<file path="config.mk">
export PLATFORM = sky130hd
export DESIGN_NAME = control_sequencer
export DESIGN_NICKNAME = d
export VERILOG_FILES = /design/src/rtl/cpu_pkg.sv /design/src/rtl/control_sequencer_opcode_decoder.sv /design/src/rtl/control_sequencer.sv
export SDC_FILE = /design/constraint.sdc
export NUM_CORES = 1
export LEC_CHECK = 0
export ABC_AREA = 1
export ABC_CLOCK_PERIOD_IN_PS = 3540
export CAP_MARGIN = 10
export CORE_MARGIN = 2
export CORE_UTILIZATION = 30
export CTS_CLUSTER_SIZE = 10
export DETAILED_ROUTE_END_ITERATION = 12
export GPL_TIMING_DRIVEN = 0
export SYNTH_ARGS = -nofsm -noshare
export SYNTH_HDL_FRONTEND = slang
export SYNTH_SLANG_ARGS = --single-unit
</file>
<file path="constraint.sdc">
create_clock -name Clock -period 3.54 [get_ports Clock]
set_clock_uncertainty 0.1 [all_clocks]
set_input_delay 0.531 -clock Clock [delete_from_list [all_inputs] [get_ports Clock]]
set_output_delay 0.531 -clock Clock [all_outputs]
set_load 0.01 [all_outputs]
</file>
<file path="src/rtl/cpu_pkg.sv">
// Shared opcode/state encodings and ALU select constants for the control sequencer.
package cpu_pkg;

  typedef enum logic [3:0] {
    OP_NOOP  = 4'h0,
    OP_STORE = 4'h1,
    OP_LOAD  = 4'h2,
    OP_ADD   = 4'h3,
    OP_SUB   = 4'h4,
    OP_HALT  = 4'h5,
    OP_AND   = 4'h6,
    OP_OR    = 4'h7,
    OP_XOR   = 4'h8,
    OP_SHL   = 4'h9,
    OP_SHR   = 4'hA,
    OP_JMP   = 4'hB,
    OP_BEQ   = 4'hC,
    OP_BNE   = 4'hD
  } opcode_t;

  typedef enum logic [3:0] {
    ST_INIT   = 4'h0,
    ST_FETCH  = 4'h1,
    ST_DECODE = 4'h2,
    ST_LOAD_A = 4'h3,
    ST_LOAD_B = 4'h4,
    ST_STORE  = 4'h5,
    ST_ALU    = 4'h6,
    ST_BRANCH = 4'h7,
    ST_JMP    = 4'h8,
    ST_NOOP   = 4'h9,
    ST_HALT   = 4'hA,
    ST_ERR    = 4'hB
  } state_t;

  // ALU select codes share the numeric value of the matching opcode.
  localparam logic [3:0] ALU_NONE = 4'h0;
  localparam logic [3:0] ALU_ADD  = 4'h3;
  localparam logic [3:0] ALU_SUB  = 4'h4;
  localparam logic [3:0] ALU_AND  = 4'h6;
  localparam logic [3:0] ALU_OR   = 4'h7;
  localparam logic [3:0] ALU_XOR  = 4'h8;
  localparam logic [3:0] ALU_SHL  = 4'h9;
  localparam logic [3:0] ALU_SHR  = 4'hA;

endpackage

</file>
<file path="src/rtl/control_sequencer_opcode_decoder.sv">
// Opcode decoder: maps an instruction opcode to the post-DECODE state and ALU select.
module opcode_decoder
  import cpu_pkg::*;
(
  input  logic [3:0] opcode,
  output logic [3:0] next_state,
  output logic [3:0] alu_sel
);

  // Purely combinational opcode lookup; unknown opcodes route to ERR.
  always_comb begin
    next_state = ST_ERR;
    alu_sel    = ALU_NONE;
    case (opcode)
      OP_NOOP:  next_state = ST_NOOP;
      OP_STORE: next_state = ST_STORE;
      OP_LOAD:  next_state = ST_LOAD_A;
      OP_ADD:   begin next_state = ST_ALU;    alu_sel = ALU_ADD; end
      OP_SUB:   begin next_state = ST_ALU;    alu_sel = ALU_SUB; end
      OP_AND:   begin next_state = ST_ALU;    alu_sel = ALU_AND; end
      OP_OR:    begin next_state = ST_ALU;    alu_sel = ALU_OR;  end
      OP_XOR:   begin next_state = ST_ALU;    alu_sel = ALU_XOR; end
      OP_SHL:   begin next_state = ST_ALU;    alu_sel = ALU_SHL; end
      OP_SHR:   begin next_state = ST_ALU;    alu_sel = ALU_SHR; end
      OP_HALT:  next_state = ST_HALT;
      OP_JMP:   next_state = ST_JMP;
      OP_BEQ:   begin next_state = ST_BRANCH; alu_sel = ALU_SUB; end
      OP_BNE:   begin next_state = ST_BRANCH; alu_sel = ALU_SUB; end
      default:  begin next_state = ST_ERR;    alu_sel = ALU_NONE; end
    endcase
  end

endmodule

</file>
<file path="src/rtl/control_sequencer.sv">
// Control sequencer: multi-cycle CPU control FSM with retired-instruction counter.
// Outputs are decoded combinationally from the current state and IR.
module control_sequencer
  import cpu_pkg::*;
#(
  parameter int IR_W    = 16,
  parameter int REG_AW  = 4,
  parameter int DATA_AW = 8,
  parameter int PC_W    = 8,
  parameter int ALU_SW  = 4
) (
  input  logic               Clock,
  input  logic               Reset,
  input  logic [IR_W-1:0]    IR,
  input  logic               IM_VALID,
  input  logic               D_RDY,
  input  logic               ALU_Z,
  input  logic               RUN,
  output logic               PC_CLR,
  output logic               PC_IC,
  output logic               PC_LD,
  output logic               PC_REL,
  output logic [PC_W-1:0]    PC_TGT,
  output logic               IR_LD,
  output logic [DATA_AW-1:0] D_ADDR,
  output logic               D_RD,
  output logic               D_WR,
  output logic               RF_S,
  output logic               RF_W_EN,
  output logic [REG_AW-1:0]  RF_A_ADDR,
  output logic [REG_AW-1:0]  RF_B_ADDR,
  output logic [REG_AW-1:0]  RF_W_ADDR,
  output logic [ALU_SW-1:0]  ALU_S,
  output logic               HALTED,
  output logic               ILLEGAL,
  output logic [15:0]        RETIRED,
  output logic [3:0]         STATE
);

  logic [3:0]  state_r;
  logic [3:0]  next_state_s;
  logic [3:0]  dec_next_s;
  logic [3:0]  dec_alu_s;
  logic        retire_s;
  logic        br_taken_s;
  logic [15:0] retired_r;

  opcode_decoder u_opcode_decoder (
    .opcode     (IR[15:12]),
    .next_state (dec_next_s),
    .alu_sel    (dec_alu_s)
  );

  // BEQ takes the branch on a zero compare, BNE on a non-zero compare.
  assign br_taken_s = (IR[15:12] == OP_BEQ) ? ALU_Z : ~ALU_Z;

  assign STATE   = state_r;
  assign RETIRED = retired_r;

  // State register; reset forces INIT immediately.
  always_ff @(posedge Clock or negedge Reset) begin
    if (!Reset) begin
      state_r <= ST_INIT;
    end else begin
      state_r <= next_state_s;
    end
  end

  // Retired-instruction counter, wraps naturally at 16 bits.
  always_ff @(posedge Clock or negedge Reset) begin
    if (!Reset) begin
      retired_r <= 16'h0000;
    end else if (retire_s) begin
      retired_r <= retired_r + 16'h0001;
    end else begin
      retired_r <= retired_r;
    end
  end

  // Next-state, retire strobe and all control outputs; everything defaults to 0.
  always_comb begin
    next_state_s = ST_INIT;
    retire_s     = 1'b0;
    PC_CLR       = 1'b0;
    PC_IC        = 1'b0;
    PC_LD        = 1'b0;
    PC_REL       = 1'b0;
    PC_TGT       = '0;
    IR_LD        = 1'b0;
    D_ADDR       = '0;
    D_RD         = 1'b0;
    D_WR         = 1'b0;
    RF_S         = 1'b0;
    RF_W_EN      = 1'b0;
    RF_A_ADDR    = '0;
    RF_B_ADDR    = '0;
    RF_W_ADDR    = '0;
    ALU_S        = '0;
    HALTED       = 1'b0;
    ILLEGAL      = 1'b0;
    case (state_r)
      ST_INIT: begin
        PC_CLR       = 1'b1;
        next_state_s = ST_FETCH;
      end
      ST_FETCH: begin
        IR_LD        = 1'b1;
        next_state_s = IM_VALID ? ST_DECODE : ST_FETCH;
      end
      ST_DECODE: begin
        PC_IC        = 1'b1;
        next_state_s = dec_next_s;
        // HALT counts as retired on entry, since it may never be left.
        retire_s     = (dec_next_s == ST_HALT);
      end
      ST_LOAD_A: begin
        D_RD         = 1'b1;
        D_ADDR       = DATA_AW'(IR[11:4]);
        next_state_s = D_RDY ? ST_LOAD_B : ST_LOAD_A;
      end
      ST_LOAD_B: begin
        RF_S         = 1'b1;
        RF_W_EN      = 1'b1;
        RF_W_ADDR    = REG_AW'(IR[3:0]);
        next_state_s = ST_FETCH;
        retire_s     = 1'b1;
      end
      ST_STORE: begin
        D_WR         = 1'b1;
        D_ADDR       = DATA_AW'(IR[7:0]);
        RF_A_ADDR    = REG_AW'(IR[11:8]);
        next_state_s = D_RDY ? ST_FETCH : ST_STORE;
        retire_s     = D_RDY;
      end
      ST_ALU: begin
        RF_A_ADDR    = REG_AW'(IR[11:8]);
        RF_B_ADDR    = REG_AW'(IR[7:4]);
        RF_W_ADDR    = REG_AW'(IR[3:0]);
        RF_W_EN      = 1'b1;
        ALU_S        = ALU_SW'(dec_alu_s);
        next_state_s = ST_FETCH;
        retire_s     = 1'b1;
      end
      ST_BRANCH: begin
        RF_A_ADDR    = REG_AW'(IR[11:8]);
        RF_B_ADDR    = REG_AW'(IR[7:4]);
        ALU_S        = ALU_SW'(ALU_SUB);
        if (br_taken_s) begin
          PC_LD  = 1'b1;
          PC_REL = 1'b1;
          PC_TGT = {{(PC_W-4){IR[3]}}, IR[3:0]};
        end else begin
          PC_LD  = 1'b0;
          PC_REL = 1'b0;
          PC_TGT = '0;
        end
        next_state_s = ST_FETCH;
        retire_s     = 1'b1;
      end
      ST_JMP: begin
        PC_LD        = 1'b1;
        PC_TGT       = IR[PC_W-1:0];
        next_state_s = ST_FETCH;
        retire_s     = 1'b1;
      end
      ST_NOOP: begin
        next_state_s = ST_FETCH;
        retire_s     = 1'b1;
      end
      ST_HALT: begin
        HALTED       = 1'b1;
        next_state_s = RUN ? ST_FETCH : ST_HALT;
      end
      ST_ERR: begin
        HALTED       = 1'b1;
        ILLEGAL      = 1'b1;
        next_state_s = ST_ERR;
      end
      default: begin
        // Unencoded state values recover through INIT.
        next_state_s = ST_INIT;
      end
    endcase
  end

endmodule

</file>
==> flow_summary.toml, run 1 <==
[power]
cellLeakagePower_nw = 1.238
peakVddDrop_mv = 0.2284
p_per_area_nw_per_um2 = 486.9
total_power_w = 0.001355

[floorplanning]
dieHeight_microns = 80.96
io-pin-count = 85
die_x_microns = 80.96
die_area_sq_um = 6554
initial_core_util_pct = 30.55
core-area_sq_um = 5816
rows = 28

[sta]
final_max_slew_viol_count = 0
setup_viol = 0
tns_ns = 0
timing.fmax_mhz = 312.7
tightest_slew_ns = 0.9477
rsz0062_at_grt = "false"
fin_hold_ws_ns = 0.5001
min_period_over_period_pct = 90.34
min_period_ns = 3.198
hold_viol = 0
slew_headroom_pct = 36.62

[cells_and_area]
diodes = 0
area_delta_synth_final_pct = 56.62
drive_above_1_share_pct = 8.245
fill_cells = 629
nets = 400

[global_routing]
gr-total-overflow = 0
grt_pass1_vias = 1906
antenna_found_initial = 0
grt_start_max_net_pins = 21
grt_usage_pct = 17.52
grt_pass1_wl_microns = 9121

[synthesis]
synth_common_cells = "nand2_1 (83), nor2_1 (46), inv_1 (42), dfrtp_1 (20), nand4_1 (17)"
ys_warn_count = 0
ys_async_sr_fraction_pct = 100.0
yosysTopAreaCell = "dfrtp_1"
synthesis.area_sq_um = 1777
yosysMostFrequentCell = "nand2_1"
synth_seq_cells = 20
synthCells = 288
avgSynthCellArea_sq_um = 6.169
syn_nets = 311
synth_edf_count = 0
ys.flop_type = "dfrtp_1"
ys_types = 27
ys_seq_area_share_pct = 28.17
synth_top_area_share_pct = 28.17
synth_area_leaders = "dfrtp_1 (28%), nand2_1 (18%), nor2_1 (9.7%)"

[critical_path]
r2r_cells = 8
rrSetupSlack_ns = 1.91
r2r-end = "RETIRED[14]"
cp-endpoint = "PC_TGT[7]"
start_kind = "primary input"
cp-startpoint = "IR[14]"
cp_max_fo = 6
timing_worst_setup_path_type = "primary input to primary output"
reg2reg_from = "RETIRED[0]"
required_ns = 2.91
crit_arrival_ns = 2.57
end_kind = "primary output"

[place]
io_buffers = 84
dp_hpwl_microns = 4629
gp_congestion = 0.8670

[cts]
ctsResizeCount = 0
hold_buffers = 0
clock_path_buffers = 2
htree_num_levels = 1
post-cts-setup-buffers = 0
clk_latency_ns = 0.26
clock-sinks = 20
path_clk_slew_ns = 0.09
root_buffer = "clkbuf_8"
cts_tree = "yes"
cts_inserted_buffers = 3

[run]
drv_cap = 0

[detailed_routing]
dr.pass1.iters = 4
num_vias = 2128
vias_per_cell = 4.718
drtIter0Drc = 86
drc = 0
wl_per_cell_microns = 12.61
routed_wl_microns = 5689
ant_nets = 0

[status]
outcome = "finished clean"

[min_path]
hold_class = "flop to flop"
==> power by group <==
| part | switching, W | leakage (nW) | internal [W] |
|---|---|---|---|
| clock | 0.0000821 | 0.0357 | 0.000151 |
| combinational | 0.000411 | 0.933 | 0.000374 |
| sequential | 0.0000690 | 0.269 | 0.000268 |
| total | 0.000562 | 1.24 | 0.000793 |
==> area by class of cell <==
cell class	instances	area (sq um)	share of cell area, %
Buffer	5	41.29	1.484
Clock buffer	3	41.29	1.484
Clock inverter	1	30.03	1.079
Inverter	45	168.9	6.070
Multi-Input combinational cell	218	1066	38.31
Sequential cell	20	500.5	17.99
Tap cell	75	93.84	3.372
Timing Repair Buffer	84	840.8	30.22
==> worst min-delay path by stage <==
stage	start	endpoint	slack (ns)	depth (start not counted)
2_1_floorplan	Reset	RETIRED[0]	0.14	0
3_3_place_gp	RETIRED[15]	RETIRED[15]	0.46	2
3_5_place_dp	RETIRED[15]	RETIRED[15]	0.48	2
4_1_cts	RETIRED[15]	RETIRED[15]	0.50	2
5_1_grt	RETIRED[5]	RETIRED[5]	0.53	2
6_report	RETIRED[15]	RETIRED[15]	0.50	2
==> per-stage QoR <==
stage          util [%]  worst slack [ns]  cell area, sq um  cells
2_1_floorplan         -             1.519              1777    288
3_3_place_gp      46.62            0.3345              2711    447
3_5_place_dp      46.62            0.3179              2711    447
4_1_cts           47.85            0.3185              2783    451
5_1_grt           47.85            0.1529              2783    451
6_report          47.85            0.3420              2783    451
==> layout by cell type (no fill, tap or decap) <==
cell             instances
a211oi_1                 2
a21oi_1                  4
a21oi_2                  1
a31oi_1                  1
and3_1                   1
buf_2                    3
buf_6                    1
buf_8                    1
bufinv_16                1
clkbuf_8                 3
clkdlybuf4s50_1         84
dfrtp_1                 20
ha_1                     1
inv_1                   42
inv_2                    3
nand2_1                 83
nand2_2                  8
nand3_1                 14
nand3_4                  1
nand3b_1                 2
nand4_1                 17
nor2_1                  46
nor2_2                   2
nor2_4                   1
o21ai_0                 12
o21ai_2                  6
o22ai_1                  8
or2_1                    1
xnor2_1                  2
xor2_1                   5
==> sequential cells by signal (all words and copies together), names as in the netlist <==
signal   cells
RETIRED     16
STATE        4
==> per-layer routing <==
metal | part of all wire, % | routed length (microns) | track usage, % | vias up
li1 | - | - | - | 1099
met1 | 45 | 2563 | 22.26 | 987
met2 | 51 | 2929 | 32.07 | 36
met3 | 1.9 | 110 | 1.111 | 6
met4 | 1.5 | 87 | 4.407 | 0
met5 | 0 | 0 | 0 | -
==> cells by family after synthesis <==
| group | synth area share [%] |
|---|---|
| AOI/OAI and AO/OA | 11.97 |
| adders and majority gates | 0.7041 |
| DFF | 28.17 |
| xor gates and xnor gates | 3.451 |
| buffers and inverters | 11.83 |
| and+or+nand+nor | 43.87 |
==> worst max-delay path, cell delays in order <==
cell and delay, ns:
clkdlybuf4s50_1 0.58, nand2_1 0.12, inv_1 0.08, nand2_1 0.05
nand2_1 0.06, nand2_1 0.04, nor2_1 0.25, nand2_1 0.17
o21ai_0 0.12, clkdlybuf4s50_1 0.57
Power figures use the tool's default switching activity.
==> inputs of run 2 (changes only) <==
--- a/config.mk
+++ b/config.mk
@@ -6,7 +6,7 @@
 export NUM_CORES = 1
 export LEC_CHECK = 0
 export ABC_AREA = 1
-export ABC_CLOCK_PERIOD_IN_PS = 3540
+export ABC_CLOCK_PERIOD_IN_PS = 2800
 export CAP_MARGIN = 10
 export CORE_MARGIN = 2
 export CORE_UTILIZATION = 30
==> constraint.sdc (replaced) <==
create_clock -name Clock -period 2.8 [get_ports Clock]
set_clock_uncertainty 0.1 [all_clocks]
set_input_delay 0.42 -clock Clock [delete_from_list [all_inputs] [get_ports Clock]]
set_output_delay 0.42 -clock Clock [all_outputs]
set_load 0.01 [all_outputs]
==> flow_summary.toml, run 2 (synthesized netlist as in run 1, its figures left out) <==
[status]
outcome = "finished clean"

[critical_path]
timing_worst_setup_path_type = "primary input to primary output"
required_ns = 2.28
crit_arrival_ns = 2.15
cp_cell_sequence = "clkdlybuf4s50_1 -> nand2_1 -> inv_1 -> nand2_1 -> nand2_1 -> nand2_1 -> nor2_4 -> inv_1 -> nand2_1 -> clkdlybuf4s50_1"
cpMostUsedCell = "nand2_1"
critPathSlowestCell = "clkdlybuf4s50_1"
start_kind = "primary input"
cp_max_fo = 4
end_kind = "primary output"
slowest_delay_ns = 0.55
rrSetupSlack_ns = 1.17

[detailed_routing]
drtIter0Drc = 92
ant_nets = 0
drc = 0
num_vias = 2123
dr.pass1.iters = 5
wl_per_cell_microns = 12.57
routed_wl_microns = 5669
vias_per_cell = 4.707

[global_routing]
grt_start_max_net_pins = 21
grt_pass1_vias = 1908
antenna_found_initial = 0
grt_usage_pct = 17.54
gr-total-overflow = 0
grt_pass1_wl_microns = 9135

[sta]
rsz0062_at_grt = "false"
tns_ns = 0
hold_viol = 0
min_period_ns = 2.673
slew_headroom_pct = 36.39
timing.fmax_mhz = 374.0
final_max_slew_viol_count = 0
tightest_slew_ns = 0.9512
min_period_over_period_pct = 95.48
setup_viol = 0

[floorplanning]
rows = 28
core-area_sq_um = 5816
die_area_sq_um = 6554
initial_core_util_pct = 30.55
die_x_microns = 80.96
io-pin-count = 85
dieHeight_microns = 80.96

[place]
io_buffers = 84
gp_congestion = 0.8670
dp_hpwl_microns = 4629

[cts]
root_buffer = "clkbuf_8"
clk_latency_ns = 0.26
cts_inserted_buffers = 3
path_clk_slew_ns = 0.08
clock_path_buffers = 2
post-cts-setup-buffers = 0
htree_num_levels = 1
clock-sinks = 20
cts_tree = "yes"

[cells_and_area]
drive_above_1_share_pct = 8.777
multi_input_area_sq_um = 1076
nets = 400
fill_cells = 624
area_delta_synth_final_pct = 57.25
final_common_cell = "nand2_1"
diodes = 0
final_cell_mix = "nand2_1 (83), clkdlybuf4s50_1 (73), nor2_1 (44)"
seq_area_sq_um = 500.5
largest_register_ffs = 16

[min_path]
hold_class = "flop to flop"

[power]
cellLeakagePower_nw = 1.333
total_power_w = 0.001711
p_per_area_nw_per_um2 = 612.2
peakVddDrop_mv = 0.2887

[run]
drv_cap = 0
-- run 2: cell count changes in the layout (fill, tap and decap cells not counted) --
cell / before / now
nor2_4: 1 / 2
dlygate4sd2_1: 0 / 7
nor2_1: 46 / 44
dlymetal6s2s_1: 0 / 4
nor2_2: 2 / 3
clkdlybuf4s50_1: 84 / 73
-- run 2: worst paths after layout --
path | start | to | cells past startpoint
setup / recovery | IR[15] | PC_LD | 10
hold / removal | RETIRED[15] | RETIRED[15] | 2
setup reg to reg | RETIRED[0] | RETIRED[14] | 8
hold reg to reg | RETIRED[15] | RETIRED[15] | 2
max in group asynchronous | Reset | RETIRED[9] | 1
min in group asynchronous | Reset | RETIRED[11] | 1
-- run 2: critical path: cells and delay by family --
family	cells	cell delay (ns)
and+or+nand+nor	6	0.46
buffers and inverters	4	1.26
-- run 2: metrics by stage --
stage / utilization (%) / setup WS (ns) / instances / cell area [sq um] / hold slack, ns
CTS: 47.87 / 0.03622 / 451 / 2784 / 0.5024
detailed placement: 46.62 / -0.2001 / 447 / 2711 / 0.4839
global placement: 46.62 / -0.1835 / 447 / 2711 / 0.4579
finish: 48.04 / 0.1265 / 451 / 2794 / 0.4998
global route: 48.04 / 0.02126 / 451 / 2794 / 0.5279
floorplan: - / 0.9073 / 288 / 1777 / 0.02441
-- run 2: per-layer routing --
layer  global-route usage, %  wire [microns]  vias up  share of wire (%)
met5                       0               0        -                  0
met4                   4.407              87        0                1.5
met3                   1.111             130        6                2.3
met2                   32.15            2947       42                 52
met1                   22.26            2503      973                 44
li1                        -               -     1102                  -
-- run 2: where the power goes --
group	total, W	switching (W)	internal, W	leakage [nW]
combinational	0.000991	0.000522	0.000469	1.03
sequential	0.000426	0.0000871	0.000338	0.269
clock	0.000294	0.000103	0.000191	0.0357
-- run 2: area by class of cell --
type	count	share of cell area, %
Multi-Input combinational cell	218	38.51
Timing Repair Buffer	84	30.14
Sequential cell	20	17.91
Inverter	45	6.046
Tap cell	75	3.359
Clock buffer	3	1.478
Buffer	5	1.478
Clock inverter	1	1.075
-- run 2: repair_timing --
action | CTS | global route
setup endpoints to repair | 9 | 4
hold buffers | 0 | 0
cloned | 0 | 0
gates resized for setup | 10 | 4
pin swaps | 0 | 1
==> inputs of run 3 (changes only) <==
--- a/config.mk
+++ b/config.mk
@@ -13,6 +13,8 @@
 export CTS_CLUSTER_SIZE = 10
 export DETAILED_ROUTE_END_ITERATION = 12
 export GPL_TIMING_DRIVEN = 0
+export HOLD_SLACK_MARGIN = 0.1
+export SLEW_MARGIN = 20
 export SYNTH_ARGS = -nofsm -noshare
 export SYNTH_HDL_FRONTEND = slang
 export SYNTH_SLANG_ARGS = --single-unit
==> results of run 3 <==
Final layout, timing and power as in run 2 (identical DEF).
==> patch 1 (settings of run 3) <==
`PC_W`: 8 -> 12.
--- a/src/rtl/control_sequencer.sv
+++ b/src/rtl/control_sequencer.sv
@@ -8,3 +8,3 @@
   parameter int DATA_AW = 8,
-  parameter int PC_W    = 8,
+  parameter int PC_W    = 12,
   parameter int ALU_SW  = 4
Ports: changed (resized PC_TGT); port bits go from 85 to 89. The function was not compared with the original's and may differ.
==> patch 1 against run 3 <==
Wire length grew 6.3%; power is essentially flat; first-iteration DRC count grew 73%; area after synthesis grew 2.5%; worst setup slack gained 0.046 ns; hold slack gained 0.0021 ns; cell area grew 2.4%; sequential cell count is the same; highest routed layer unchanged.
==> patch 1: results (changes against run 3) <==
1st-pass router iterations 4 (was 5); filler cell count 598 (was 624); area grow syn2layout 57.1% (was 57.3%); M3 GR Usage 1.98% (was 1.11%); post-synthesis xor/xnor area fraction 3.37% (was 3.45%); multi-input gate count 223 (was 218); post_cts resized 11 (was 10); worst setup path end D_ADDR[5] (was PC_LD); met1 usage in global routing 25.1% (was 22.3%); P_leak 1.32 nW (was 1.33 nW); run status finished, final reports clean (unchanged); final cell count without fillers 463 (was 451); final wirelength 6030 microns (was 5670 microns); internal power 0.986 mW (was 0.998 mW); Synth Area in Compound Gates 12.7% (was 12.0%); ClkCell Share 2.49% (was 2.55%); Arr. time, crit path 2.11 ns (was 2.15 ns); maximum fanout along the worst path 8 (was 4); vias in the first global route 2121 (was 1908); Signal inverters 48 (was 45); drt first-iter violations 159 (was 92); max reg flops 16 (unchanged); layout cells sized above 1 9.02% (was 8.78%); CP peak stage delay 0.57 ns (was 0.55 ns); met2 wire len 2980 microns (was 2950 microns); synth cell count leaders nand2_1, nor2_1, inv_1 (unchanged); Post-Route M1 WL 2730 microns (was 2500 microns); dominant cells by area after synthesis dfrtp_1, nand2_1, nor2_1 (unchanged); DR WL met3 233 microns (was 130 microns); WHS Endpoint RETIRED[15]$_DFFE_PN0P_ (unchanged); Tot GR Track Use 19.1% (was 17.5%); Non-clock buffers 93 (was 89); DR vias/cell 4.76 (was 4.71); Seq/Total Area, Yosys 27.5% (was 28.2%); Cells after DPL 459 (was 447); hold slack 0.502 ns (was 0.500 ns); reg2reg path depth 7 (was 8); R2R Setup Slk 1.11 ns (was 1.17 ns); Worst R2R End RETIRED[8]$_DFFE_PN0P_ (was RETIRED[14]$_DFFE_PN0P_); syn nets 320 (was 311); Multi-input gate area 1100 sq um (was 1080 sq um); CLK BUF 3 (unchanged); max_slew headroom 38.5% (was 36.4%); met2 GRT Util 33.5% (was 32.1%); HPWL after DPL 4770 microns (was 4630 microns); port buffer count 87 (was 84); first-pass GRT wire length 10100 microns (was 9140 microns); Cell Area, Synth 1820 sq um (was 1780 sq um); Final Net Count 412 (was 400); dpl cell area 2790 sq um (was 2710 sq um); CP Launch Point STATE[3]$_DFF_PN0_ (was IR[15]); adder-cell share of the synthesized area 0.687% (was 0.704%); largest vdd supply drop 0.430 mV (was 0.289 mV); RePlAce Congestion 0.848 (was 0.867); non-clk buf share 31.8% (was 31.6%); final setup margin 0.172 ns (was 0.127 ns); cell count after synthesis 297 (was 288); post-place setup slack -0.0874 ns (was -0.200 ns)
## patch 1: cell types whose count changed after synthesis, sizes merged, moves of 2 or more
| cell | change |
|---|---|
| nor2 | +8 |
| nand3b | -2 |
| o21ai | +5 |
| nand2 | -4 |
| nor3 | +2 |
| a211oi | -2 |
| inv | +3 |
## patch 1: cell families (layout without fill, tap and decap cells)
| family | count (synthesis) | after routing |
|---|---|---|
| buffers and inverters | 54 | 145 |
| xor gates and xnor gates | 7 | 7 |
| DFF | 20 | 20 |
| adders and majority gates | 1 | 1 |
| and+or+nand+nor | 177 | 177 |
| AOI/OAI and AO/OA | 38 | 38 |
## patch 1: power by group through the flow
stage,clock network (mW),logic [mW],registers [mW]
after detailed placement,0,1.00,0.421
after floorplan,0,0.526,0.423
after global placement,0,0.996,0.420
after CTS,0.306,1.00,0.415
final,0.300,0.996,0.414
after global routing,0.324,1.09,0.425
==> patch 2 (flow settings as in run 3) <==
Without the edit above. Make the reset (`Reset`) synchronous in 2 clocked blocks.
--- a/src/rtl/control_sequencer.sv
+++ b/src/rtl/control_sequencer.sv
@@ -60,3 +60,3 @@
   // State register; reset forces INIT immediately.
-  always_ff @(posedge Clock or negedge Reset) begin
+  always_ff @(posedge Clock) begin
     if (!Reset) begin
@@ -69,3 +69,3 @@
   // Retired-instruction counter, wraps naturally at 16 bits.
-  always_ff @(posedge Clock or negedge Reset) begin
+  always_ff @(posedge Clock) begin
     if (!Reset) begin
Behaviour: differs if Reset is asserted again (counterexample within 4 cycles, from zero or initial values and one cycle with Reset low); with Reset held inactive, the same outputs for 10 cycles.
==> patch 2 against run 3 <==
Wire length is 3.2% higher; critical endpoint is now PC_TGT[4]; cell area is 3.9% lower; sequential cell count stayed put; worst setup slack better by 0.052 ns; largest cell class unchanged; area after synthesis is 6.0% lower; count of clock-buffer cells in the layout stayed put.
Power is not compared: it rests on default switching activity, and its combinational part moved more than twofold at a synthesized area within 25%.
==> patch 2: results (changes against run 3) <==
Clock Latency Late Sink 0.26 ns (about the same); wire length per cell 12.8 microns (was 12.6 microns); syn nets 320 (was 311); clk root buf clkbuf_8 (unchanged); RePlAce Congestion 0.847 (was 0.867); Clk power 0.297 mW; Worst R2R Start RETIRED[0]$_SDFFE_PN0P_ (was RETIRED[0]$_DFFE_PN0P_); WHS Endpoint RETIRED[15]$_SDFFE_PN0P_ (was RETIRED[15]$_DFFE_PN0P_); vias in the first global route 1928 (was 1908); drt first-iter violations 133 (was 92); pin count of the biggest net entering global routing 13 (was 21); Logic power comb 0.216 mW; Worst R2R End RETIRED[14]$_SDFFE_PN0P_ (was RETIRED[14]$_DFFE_PN0P_); maximum fanout along the worst path 7 (was 4); Most used DFF post-synth dfxtp_1 (was dfrtp_1); HPWL after DPL 4720 microns (was 4630 microns); synth cell count leaders nand2_1, nor2_1, inv_1 (unchanged); CP Launch Point IR[14] (was IR[15]); Arr. time, crit path 2.10 ns (was 2.15 ns); Cells after DPL 453 (was 447); filler cell count 542 (was 624); Final Net Count 410 (was 400); DR vias/cell 4.75 (was 4.71); max_slew headroom 68.7% (was 36.4%); Async SR Flop Fraction 0% (was 100%); Post-Syn Area per Cell 5.62 sq um (was 6.17 sq um); CP peak stage delay 0.49 ns (was 0.55 ns); detailed-route via count 2176 (was 2123); Tot GR Track Use 18.8% (was 17.5%); layout cells sized above 1 6.74% (was 8.78%); dominant cells by area after synthesis dfxtp_1, nand2_1, nor2_1 (was dfrtp_1, nand2_1, nor2_1); 1st-pass router iterations 4 (was 5); Seq/Total Area, Yosys 24.0% (was 28.2%); run status finished, final reports clean (unchanged); first-pass GRT wire length 9390 microns (was 9140 microns); worst setup path end PC_TGT[4] (was PC_LD); Clock Pin Slew Worst Setup and Hold Paths 0.08 ns (about the same); worst hold path startpoint RETIRED[15]$_SDFFE_PN0P_ (was RETIRED[15]$_DFFE_PN0P_); R2R Setup Slk 1.12 ns (was 1.17 ns)
-- patch 2: cell count changes after synthesis, sizes merged, moves of 2 or more --
cell | before | now
nand3b | 2 | 0
a21oi | 5 | 23
nor2 | 49 | 61
dfxtp | 0 | 20
o21ai | 18 | 11
a211oi | 2 | 0
xor2 | 5 | 1
nand2 | 91 | 81
dfrtp | 20 | 0
o211ai | 0 | 3
-- patch 2: tightest hold or removal path: stages, from the launching register on --
cell and delay (ns):
dfxtp_1 0.34, nand4_1 0.09, a21oi_1 0.06
-- patch 2: cell type report --
| cell class | count | area share, % |
|---|---|---|
| Clock buffer | 3 | 1.54 |
| Sequential cell | 20 | 14.9 |
| Timing Repair Buffer | 85 | 31.7 |
| Inverter | 44 | 6.15 |
| Buffer | 6 | 1.54 |
| Multi-Input combinational cell | 227 | 39.7 |
| Clock inverter | 1 | 1.12 |
| Tap cell | 72 | 3.36 |
-- patch 2: per-layer routing --
metal	vias to the layer above	track usage, %	routed length, microns
li1	1139	-	-
met2	55	34.8	3030
met1	980	23.3	2570
met5	-	0	0
met4	0	3.16	21
met3	2	2.30	229
-- patch 2: per-stage QoR --
step / area (sq um) / hold WS (ns) / setup WS, ns
final: 2690 / 0.436 / 0.179
after global routing: 2690 / 0.469 / 0.0230
after CTS: 2680 / 0.441 / 0.00400
after detailed placement: 2600 / 0.425 / -0.105
after global placement: 2600 / 0.424 / -0.0873
after floorplan: 1670 / 0.430 / 0.988
-- patch 2: logic make-up after synthesis --
logic type,Yosys count,synth area share [%]
flops,20,24.0
simple gates,177,46.2
compound gates,46,15.1
fa+ha+maj,1,0.749
buf+inv,50,12.4
xor+xnor,3,1.57
-- patch 2: what timing repair did --
item | CTS | global route
pin swaps | 1 | 0
endpoints found under the setup margin | 8 | 8
gates resized for setup | 3 | 2
setup buffers | 1 | 0
